**src/rtl/lsa_mem_pkg.sv**
```systemverilog
// Shared constants for the LSA memory/peripheral block: I/O window offsets
// and the value returned for unmapped reads.
package lsa_mem_pkg;

    typedef enum logic [2:0] {
        LED_OFS     = 3'd0,
        LED_SET_OFS = 3'd1,
        LED_CLR_OFS = 3'd2,
        LED_TGL_OFS = 3'd3,
        TIMER_OFS   = 3'd4,
        CMP_OFS     = 3'd5,
        STAT_OFS    = 3'd6,
        RSVD_OFS    = 3'd7
    } io_ofs_e;

    localparam logic [63:0] UNMAPPED_DATA = '1;

endpackage

```
**src/rtl/lsa_mem_timer.sv**
```systemverilog
// Prescaled compare timer: free-running prescaler, up-counter with compare
// match, sticky match flag and a one-cycle tick pulse.
module lsa_mem_timer #(
    parameter int DATA_W   = 16,
    parameter int PRESCALE = 1000
) (
    input  logic              clk_i,
    input  logic              rst_i,
    input  logic              tmr_we_i,
    input  logic              cmp_we_i,
    input  logic              flag_clr_i,
    input  logic [DATA_W-1:0] wdata_i,
    output logic [DATA_W-1:0] timer_o,
    output logic [DATA_W-1:0] cmp_o,
    output logic              flag_o,
    output logic              tick_o
);
    localparam int PS_W = (PRESCALE > 1) ? $clog2(PRESCALE) : 1;

    logic [PS_W-1:0]   ps_q, ps_d;
    logic [DATA_W-1:0] timer_q, timer_d;
    logic [DATA_W-1:0] cmp_q, cmp_d;
    logic              flag_q, flag_d;
    logic              tick_q, tick_d;
    logic              wrap, match;

    assign wrap  = (ps_q == PS_W'(PRESCALE - 1));
    // A timer load on the wrap cycle takes priority and suppresses the match.
    assign match = wrap && !tmr_we_i && (timer_q == cmp_q);

    always_comb begin
        ps_d    = wrap ? '0 : ps_q + PS_W'(1);
        timer_d = timer_q;
        if (tmr_we_i) begin
            timer_d = wdata_i;
            ps_d    = '0;
        end else if (wrap) begin
            timer_d = match ? '0 : timer_q + DATA_W'(1);
        end
        cmp_d  = cmp_we_i ? wdata_i : cmp_q;
        flag_d = match ? 1'b1 : (flag_clr_i ? 1'b0 : flag_q);
        tick_d = match;
    end

    always_ff @(posedge clk_i) begin
        if (rst_i) begin
            ps_q    <= '0;
            timer_q <= '0;
            cmp_q   <= '0;
            flag_q  <= 1'b0;
            tick_q  <= 1'b0;
        end else begin
            ps_q    <= ps_d;
            timer_q <= timer_d;
            cmp_q   <= cmp_d;
            flag_q  <= flag_d;
            tick_q  <= tick_d;
        end
    end

    assign timer_o = timer_q;
    assign cmp_o   = cmp_q;
    assign flag_o  = flag_q;
    assign tick_o  = tick_q;

endmodule

```
**src/rtl/lsa_mem_io.sv**
```systemverilog
// LSA CPU memory block: word RAM, LED register with set/clear/toggle aliases
// and a compare timer in one I/O window; reads are registered.
module lsa_mem_io
    import lsa_mem_pkg::*;
#(
    parameter int                DATA_W    = 16,
    parameter int                ADDR_W    = 16,
    parameter int                RAM_DEPTH = 256,
    parameter logic [ADDR_W-1:0] IO_BASE   = 16'hF100,
    parameter int                NUM_LED   = 8,
    parameter int                PRESCALE  = 1000
) (
    input  logic               clock_in,
    input  logic               reset_in,
    input  logic               mem_fetch,
    input  logic               mem_we,
    input  logic               mem_oe,
    input  logic [ADDR_W-1:0]  mem_add,
    input  logic [DATA_W-1:0]  mem_in,
    output logic [DATA_W-1:0]  mem_out,
    output logic               mem_valid,
    output logic [NUM_LED-1:0] mem_led_out,
    output logic               mem_tick_out
);
    localparam int                RAM_AW   = $clog2(RAM_DEPTH);
    localparam logic [DATA_W-1:0] UNMAPPED = UNMAPPED_DATA[DATA_W-1:0];

    logic [DATA_W-1:0]  ram [RAM_DEPTH];
    logic [DATA_W-1:0]  mem_out_q, mem_out_d;
    logic               mem_valid_q;
    logic [NUM_LED-1:0] led_q, led_d;
    logic [ADDR_W-1:0]  io_ofs;
    io_ofs_e            ofs;
    logic               rd_en, ram_hit, io_hit;
    logic               tmr_we, cmp_we, flag_clr;
    logic [DATA_W-1:0]  timer_val, cmp_val;
    logic               flag, tick;

    assign rd_en   = mem_oe | mem_fetch;
    assign ram_hit = (mem_add < ADDR_W'(RAM_DEPTH));
    // Unsigned wrap of the subtraction makes one compare cover both window bounds.
    assign io_ofs  = mem_add - IO_BASE;
    assign io_hit  = (io_ofs < ADDR_W'(8));
    assign ofs     = io_ofs_e'(io_ofs[2:0]);

    assign tmr_we   = mem_we && io_hit && (ofs == TIMER_OFS);
    assign cmp_we   = mem_we && io_hit && (ofs == CMP_OFS);
    assign flag_clr = mem_we && io_hit && (ofs == STAT_OFS) && mem_in[0];

    lsa_mem_timer #(
        .DATA_W   (DATA_W),
        .PRESCALE (PRESCALE)
    ) u_timer (
        .clk_i      (clock_in),
        .rst_i      (reset_in),
        .tmr_we_i   (tmr_we),
        .cmp_we_i   (cmp_we),
        .flag_clr_i (flag_clr),
        .wdata_i    (mem_in),
        .timer_o    (timer_val),
        .cmp_o      (cmp_val),
        .flag_o     (flag),
        .tick_o     (tick)
    );

    always_ff @(posedge clock_in) begin
        if (mem_we && ram_hit && !reset_in) begin
            ram[mem_add[RAM_AW-1:0]] <= mem_in;
        end
    end

    // Read mux samples pre-write state, giving read-before-write on collisions.
    always_comb begin
        mem_out_d = UNMAPPED;
        if (ram_hit) begin
            mem_out_d = ram[mem_add[RAM_AW-1:0]];
        end else if (io_hit) begin
            unique case (ofs)
                LED_OFS, LED_SET_OFS, LED_CLR_OFS, LED_TGL_OFS: begin
                    mem_out_d = '0;
                    mem_out_d[NUM_LED-1:0] = led_q;
                end
                TIMER_OFS: mem_out_d = timer_val;
                CMP_OFS:   mem_out_d = cmp_val;
                STAT_OFS: begin
                    mem_out_d = '0;
                    mem_out_d[0] = flag;
                end
                default:   mem_out_d = UNMAPPED;
            endcase
        end
    end

    always_comb begin
        led_d = led_q;
        if (mem_we && io_hit) begin
            unique case (ofs)
                LED_OFS:     led_d = mem_in[NUM_LED-1:0];
                LED_SET_OFS: led_d = led_q | mem_in[NUM_LED-1:0];
                LED_CLR_OFS: led_d = led_q & ~mem_in[NUM_LED-1:0];
                LED_TGL_OFS: led_d = led_q ^ mem_in[NUM_LED-1:0];
                default:     led_d = led_q;
            endcase
        end
    end

    always_ff @(posedge clock_in) begin
        if (reset_in) begin
            led_q       <= '0;
            mem_out_q   <= UNMAPPED;
            mem_valid_q <= 1'b0;
        end else begin
            led_q       <= led_d;
            mem_valid_q <= rd_en;
            if (rd_en) begin
                mem_out_q <= mem_out_d;
            end
        end
    end

    assign mem_out      = mem_out_q;
    assign mem_valid    = mem_valid_q;
    assign mem_led_out  = led_q;
    assign mem_tick_out = tick;

endmodule

```
**config.mk**
```make
export PLATFORM = sky130hd
export DESIGN_NAME = lsa_mem_io
export DESIGN_NICKNAME = d
export VERILOG_FILES = /design/src/rtl/lsa_mem_pkg.sv /design/src/rtl/lsa_mem_timer.sv /design/src/rtl/lsa_mem_io.sv
export SDC_FILE = /design/constraint.sdc
export NUM_CORES = 2
export LEC_CHECK = 0
export CAP_MARGIN = 10
export CORE_MARGIN = 4
export CORE_UTILIZATION = 45
export DETAILED_ROUTE_END_ITERATION = 7
export GPL_ROUTABILITY_DRIVEN = 0
export HOLD_SLACK_MARGIN = 0.06
export PLACE_DENSITY = 0.67
export SLEW_MARGIN = 0
export SYNTH_ARGS = -nofsm -noshare
export SYNTH_HDL_FRONTEND = slang
export SYNTH_HIERARCHICAL = 1
export SYNTH_SLANG_ARGS = --single-unit
```
**constraint.sdc**
```tcl
create_clock -name clock_in -period 5.46 [get_ports clock_in]
set_input_delay 1.092 -clock clock_in [delete_from_list [all_inputs] [get_ports clock_in]]
set_output_delay 1.092 -clock clock_in [all_outputs]
set_load 0.005 [all_outputs]
```
==> metrics.cfg <==
[global_routing]
grt_max_degree = 164
grt_pass1_vias = 81248
gr-usage-all-layers = 0.241
grt-ovfl-total = 0
grt_antenna_before_repair = 26
grt_pass1_wl_um = 637000

[clock_tree]
htree_levels = 5
numCtsBuffers = 400
post_cts_resized = 0
cts_root_buf = clkbuf_16
cts_tree = built
cts.sinks = 4165
clock_latency_ns = 0.97
ctsHoldBuffers = 0
postCtsSetupBuffers = 0
clockBufferDepth = 4
clk_pin_slew_worst_paths_ns = 0.06

[route]
ant_nets = 0
via_per_inst = 6.30
wl_per_cell_um = 34.6
route.final.wire_length_um = 453000
firstDrtPassIters = 6
drtIter0Drc = 13421
drc_errors = 0
dr_total_vias = 82595

[power]
power_density_mw_per_mm2 = 357
p_seq_frac = 0.531
switching_share = 0.214
comb_power_share = 0.052
p_leak_nw = 58.6
peakVddDrop_mv = 0.267
p_int_mw = 51.9
pwr-share-clk = 0.417
switching_power_mw = 14.2

[critical_path]
cp.arrival_ns = 5.05
cp_slowest_cell = nand3_2
worst_setup_path_start_kind = primary input
cp_max_fo = 16
end_kind = flop
slowest_delay_ns = 0.75
criticalPathCategory = primary input to flop
worstPathRequired_ns = 6.04
path_cells = clkdlybuf4s50_1 > or4_1 > or3_1 > nor2_1 > and3_1 > nand3_2 > buf_4 > nor2_1 > buf_4

[logic_synthesis]
syn_area_per_cell_um2 = 22.1
synth_nets = 7385
syn-instance-count = 7330
synth_cell_types = 81
yosys-top-cells-area = edfxtp_1, mux4_2, mux2i_1
synth_top_cell_by_area = edfxtp_1
ys_seq_elements = 4165
ys.flop_type = edfxtp_1
synth_area_mm2 = 0.162
synth_warnings = 6
ys_async_sr_fraction = 0
synth_top_area_frac = 0.760
ys_seq_area_frac = 0.769
synth_edf_count = 4096

[hold_path]
min-delay-path-class = flop to flop

[layout]
drive_gt1_frac = 0.288
num-nets-final = 8060
layout_commonest_cell = edfxtp_1
fillers = 27134
area_growth_pct = 14.3
multi_input_area_mm2 = 0.0351
seq_area_mm2 = 0.124
final_cell_mix = edfxtp_1, mux4_2, buf_4

[sta]
final_max_slew_viol_count = 0
fin_crit_sh = 0.819
final.setup.tns_ns = 0
fin_skew_ns = 0.0860
layout_setup_ws_ns = 0.989
finalHoldViolations = 0
tightest_slew_ns = 1.22
finalSetupViolCount = 0
slew_headroom = 0.187
period_needed_ns = 4.47
rsz0062_at_grt = no
max_clock_freq_mhz = 224

[floorplanning]
fp.dieArea_mm2 = 0.369
coreArea_mm2 = 0.357
die-height_um = 608
dieWidth_um = 608
start_util = 0.453
io-pin-count = 63
core.rowCount = 219

[placement]
dp_slack_ns = 0.176
port_buffers = 62
dpl.hpwl_um = 283000

[run]
drv_cap = 0

[run_status]
outcome = finished, final reports clean

## routing by layer
| layer | part of all wire | track usage | up-vias |
|---|---|---|---|
| li1 | - | - | 32272 |
| met1 | 0.38 | 0.338 | 43854 |
| met2 | 0.46 | 0.365 | 5587 |
| met3 | 0.12 | 0.0647 | 864 |
| met4 | 0.043 | 0.0939 | 18 |
| met5 | 0.00028 | 0 | - |
## power by group through the flow
stage          Sequential (mW)  Clock (mW)  Combinational [mW]
6_report                  35.1        27.6                3.42
5_1_grt                   35.1        29.3                3.54
4_1_cts                   35.1        27.9                3.40
3_5_place_dp              35.8           0                3.40
3_3_place_gp              35.8           0                3.34
2_1_floorplan             35.8           0                1.65
## synthesized netlist by cell type, types with 5 or more instances
cell and n:
edfxtp_1 4096, mux4_2 1060, nor2_1 344, mux2i_1 341, nand2_1 211, buf_2 161, clkbuf_1 124, a22oi_1 99
buf_4 88, nand3_1 84, a21oi_1 74, dfxtp_1 69, o22ai_1 50, o21ai_0 42, a32oi_1 31, nor3_1 30
nor2b_1 28, xor2_1 28, buf_6 26, buf_1 23, inv_1 21, a31oi_1 20, o221ai_1 19, ha_1 18
mux2_2 17, o211ai_1 17, a22o_1 15, nand4_1 14, nor4_1 14, and3_1 13, a211oi_1 12, and2_1 9
a2111oi_0 8, mux4_1 8, xnor2_1 8, nand3b_1 7, nand2b_1 6, nor4_2 6, a221o_1 5, or2_2 5
or3_1 5
## final cells by class
type	count	area share
clock inverter	234	0.0126
inverter	24	0.000528
timing repair buffer	700	0.0346
clock buffer	499	0.0575
multi-input combinational	2714	0.190
antenna	18	0.000244
tap	4751	0.0321
sequential	4165	0.672
## registers in the layout (all words and copies together), names as in the netlist
name	cells
u_timer/cmp_o	16
mem_valid	1
mem_led_out	8
u_timer/timer_o	16
u_timer/tick_o	1
u_timer/flag_o	1
mem_out	16
ram	4096
u_timer/ps_q	10
## path summary, 6_finish.rpt
path | from | to | slack (ns) | cells past startpoint
min reg2reg | u_timer/ps_q[0] | u_timer/ps_q[0] | 0.49 | 1
max reg2reg | ram[218][14] | mem_out[14] | 2.08 | 6
min | u_timer/ps_q[0] | u_timer/ps_q[0] | 0.49 | 1
max | mem_add[14] | ram[46][10] | 0.99 | 9
## stage by stage
step | cells | util | hold WS, ns | power [mW] | area [um^2]
CTS | 13087 | 0.518 | 0.491 | 66.4 | 185000
global route | 13088 | 0.518 | 0.524 | 67.9 | 185000
floorplan | 7330 | - | 0.442 | 37.4 | 162000
finish | 13105 | 0.518 | 0.491 | 66.1 | 185000
detailed placement | 12354 | 0.482 | 0.471 | 39.2 | 172000
global placement | 12354 | 0.482 | 0.462 | 39.1 | 172000
## cells by family after synthesis
family,synth area share
AO/OA/AOI/OAI,0.0189
XOR/XNOR,0.00205
adder cells (fa/ha/maj),0.00139
buffers and inverters,0.0154
flip-flops,0.769
multiplexers,0.171
AND/OR/NAND/NOR,0.0224
## worst max-delay path: cells and delay by family
kind,cells,cell delay [ns]
buf+inv,3,1.23
simple gates,6,2.69
Power figures use the tool's default switching activity.
==> RTL change: new RTL, same settings <==
`PRESCALE` is set to 1000 in 2 places; all go to 2000.
--- a/src/rtl/lsa_mem_timer.sv
+++ b/src/rtl/lsa_mem_timer.sv
@@ -2,7 +2,7 @@
 // match, sticky match flag and a one-cycle tick pulse.
 module lsa_mem_timer #(
     parameter int DATA_W   = 16,
-    parameter int PRESCALE = 1000
+    parameter int PRESCALE = 2000
 ) (
     input  logic              clk_i,
     input  logic              rst_i,
--- a/src/rtl/lsa_mem_io.sv
+++ b/src/rtl/lsa_mem_io.sv
@@ -8,7 +8,7 @@
     parameter int                RAM_DEPTH = 256,
     parameter logic [ADDR_W-1:0] IO_BASE   = 16'hF100,
     parameter int                NUM_LED   = 8,
-    parameter int                PRESCALE  = 1000
+    parameter int                PRESCALE  = 2000
 ) (
     input  logic               clock_in,
     input  logic               reset_in,
Check against the original RTL: not settled (the Yosys comparison gave no result); the edit may change what the design does.
==> RTL change against the unedited design <==
Total power shrank 0.34%. Critical path depth grew 1. Die area shrank 0.60%. Sequential power is essentially flat. Synthesized area shrank 0.61%. Final cell count grew 1.4%. First-iteration DRC count grew 8.5%. Final area shrank 0.22%. Worst setup slack gained 0.029 ns. Sequential cell count grew 1. Routed wire length grew 6.6%. Largest cell class unchanged. Largest power group unchanged. Highest routed layer unchanged.
==> RTL change: results (changes against the unedited design) <==
GR Util met3 0.08137 (was 0.06472); met2 global-route usage 0.3866 (was 0.3646); dpl hpwl 306500 um (was 282900 um); drt first-iter violations 14561 (was 13421); Logic power comb 3.47 mW (was 3.42 mW); cts bufs inserted 406 (was 400); Seq pwr share 0.533 (was 0.531); syn_nets 7508 (was 7385); met1 wire length 173100 um (was 171100 um); GRT Util Overall 0.2593 (was 0.2414); layout cells sized above 1 0.2878 (was 0.2880); Syn Area/Cell 21.58 sq um (was 22.07 sq um); skew final 0.09394 ns (was 0.08600 ns); dpl ws 0.1753 ns (was 0.1757 ns); sequential-to-total area share from yosys stat 0.7736 (was 0.7687); Max rail drop VDD 0.2847 mV (was 0.2672 mV); most frequent cells after synthesis edfxtp_1, mux4_2, nor2_1 (unchanged); vias per inst 6.450 (was 6.303); status complete, no violations (unchanged); worst reg2reg path depth 8 (was 6); Slew headroom 0.06017 (was 0.1866); Leak 58.26 nW (was 58.58 nW); largest net degree at the start of global routing 172 (was 164); worst-skew pair later-pin latency 1.01 ns (was 0.97 ns); met2 WL 218300 um (was 208900 um); DRT Wirelength 483100 um (was 453300 um); Fin Hold WS 0.4608 ns (was 0.4908 ns); vias in the first global route 82641 (was 81248); met3 WL 66320 um (was 53550 um); largest cells by area after synthesis edfxtp_1, mux4_2, mux2i_1 (unchanged); antenna violations before repair 33 (was 26); fin nets 8241 (was 8060); Post-Layout Cell Count 13288 (was 13105)
==> RTL change: changes by cell type in the layout (fill, tap and decap cells not counted), sizes merged, moves of 16 or more <==
cell / unedited run / this run
a21oi: 74 / 125
a221oi: 4 / 31
a22oi: 99 / 197
a31oi: 20 / 36
a32oi: 31 / 9
buf: 649 / 710
clkinv: 165 / 200
mux2i: 341 / 266
mux4: 1068 / 990
nand2: 212 / 152
nor2: 345 / 371
nor3: 32 / 54
o22ai: 50 / 105
==> RTL change: worst max path at each step <==
stage,slack (ns),from,end,depth (start not counted)
floorplan,1.29,mem_add[0],ram[100][0]$_DFFE_PP_,11
global placement,0.13,mem_add[15],ram[116][14]$_DFFE_PP_,10
detailed placement,0.18,mem_add[15],ram[116][14]$_DFFE_PP_,10
CTS,1.18,mem_add[15],ram[116][15]$_DFFE_PP_,10
global route,0.99,mem_add[15],ram[116][6]$_DFFE_PP_,10
finish,1.02,mem_add[15],ram[52][5]$_DFFE_PP_,10
==> RTL change: logic make-up after synthesis <==
group	after synthesis	share of synthesized area
compound gates	669	0.02860
buf+inv	462	0.01387
mux	1277	0.1568
xor+xnor	26	0.001416
simple gates	835	0.02432
flops	4166	0.7736
fa+ha+maj	18	0.001401
==> RTL change: layout make-up <==
class,count,area (sq um)
repair buffers,762,6694
fillers,27012,171400
diodes,16,40.04
well taps,4751,5944
multi-input cells,2825,34550
clock inverters,249,2231
flip-flops and latches,4166,124400
clock buffers,494,10630
inverters,25,93.84
==> RTL change: worst max-delay path, stage by stage <==
cell,delay [ns]
clkdlybuf4s50_1,0.41
or4_1,0.57
or3_1,0.54
nor2_1,0.30
nand2_1,0.12
nor2_1,0.39
nand2_2,0.74
buf_4,0.44
nor2_2,0.14
buf_4,0.31
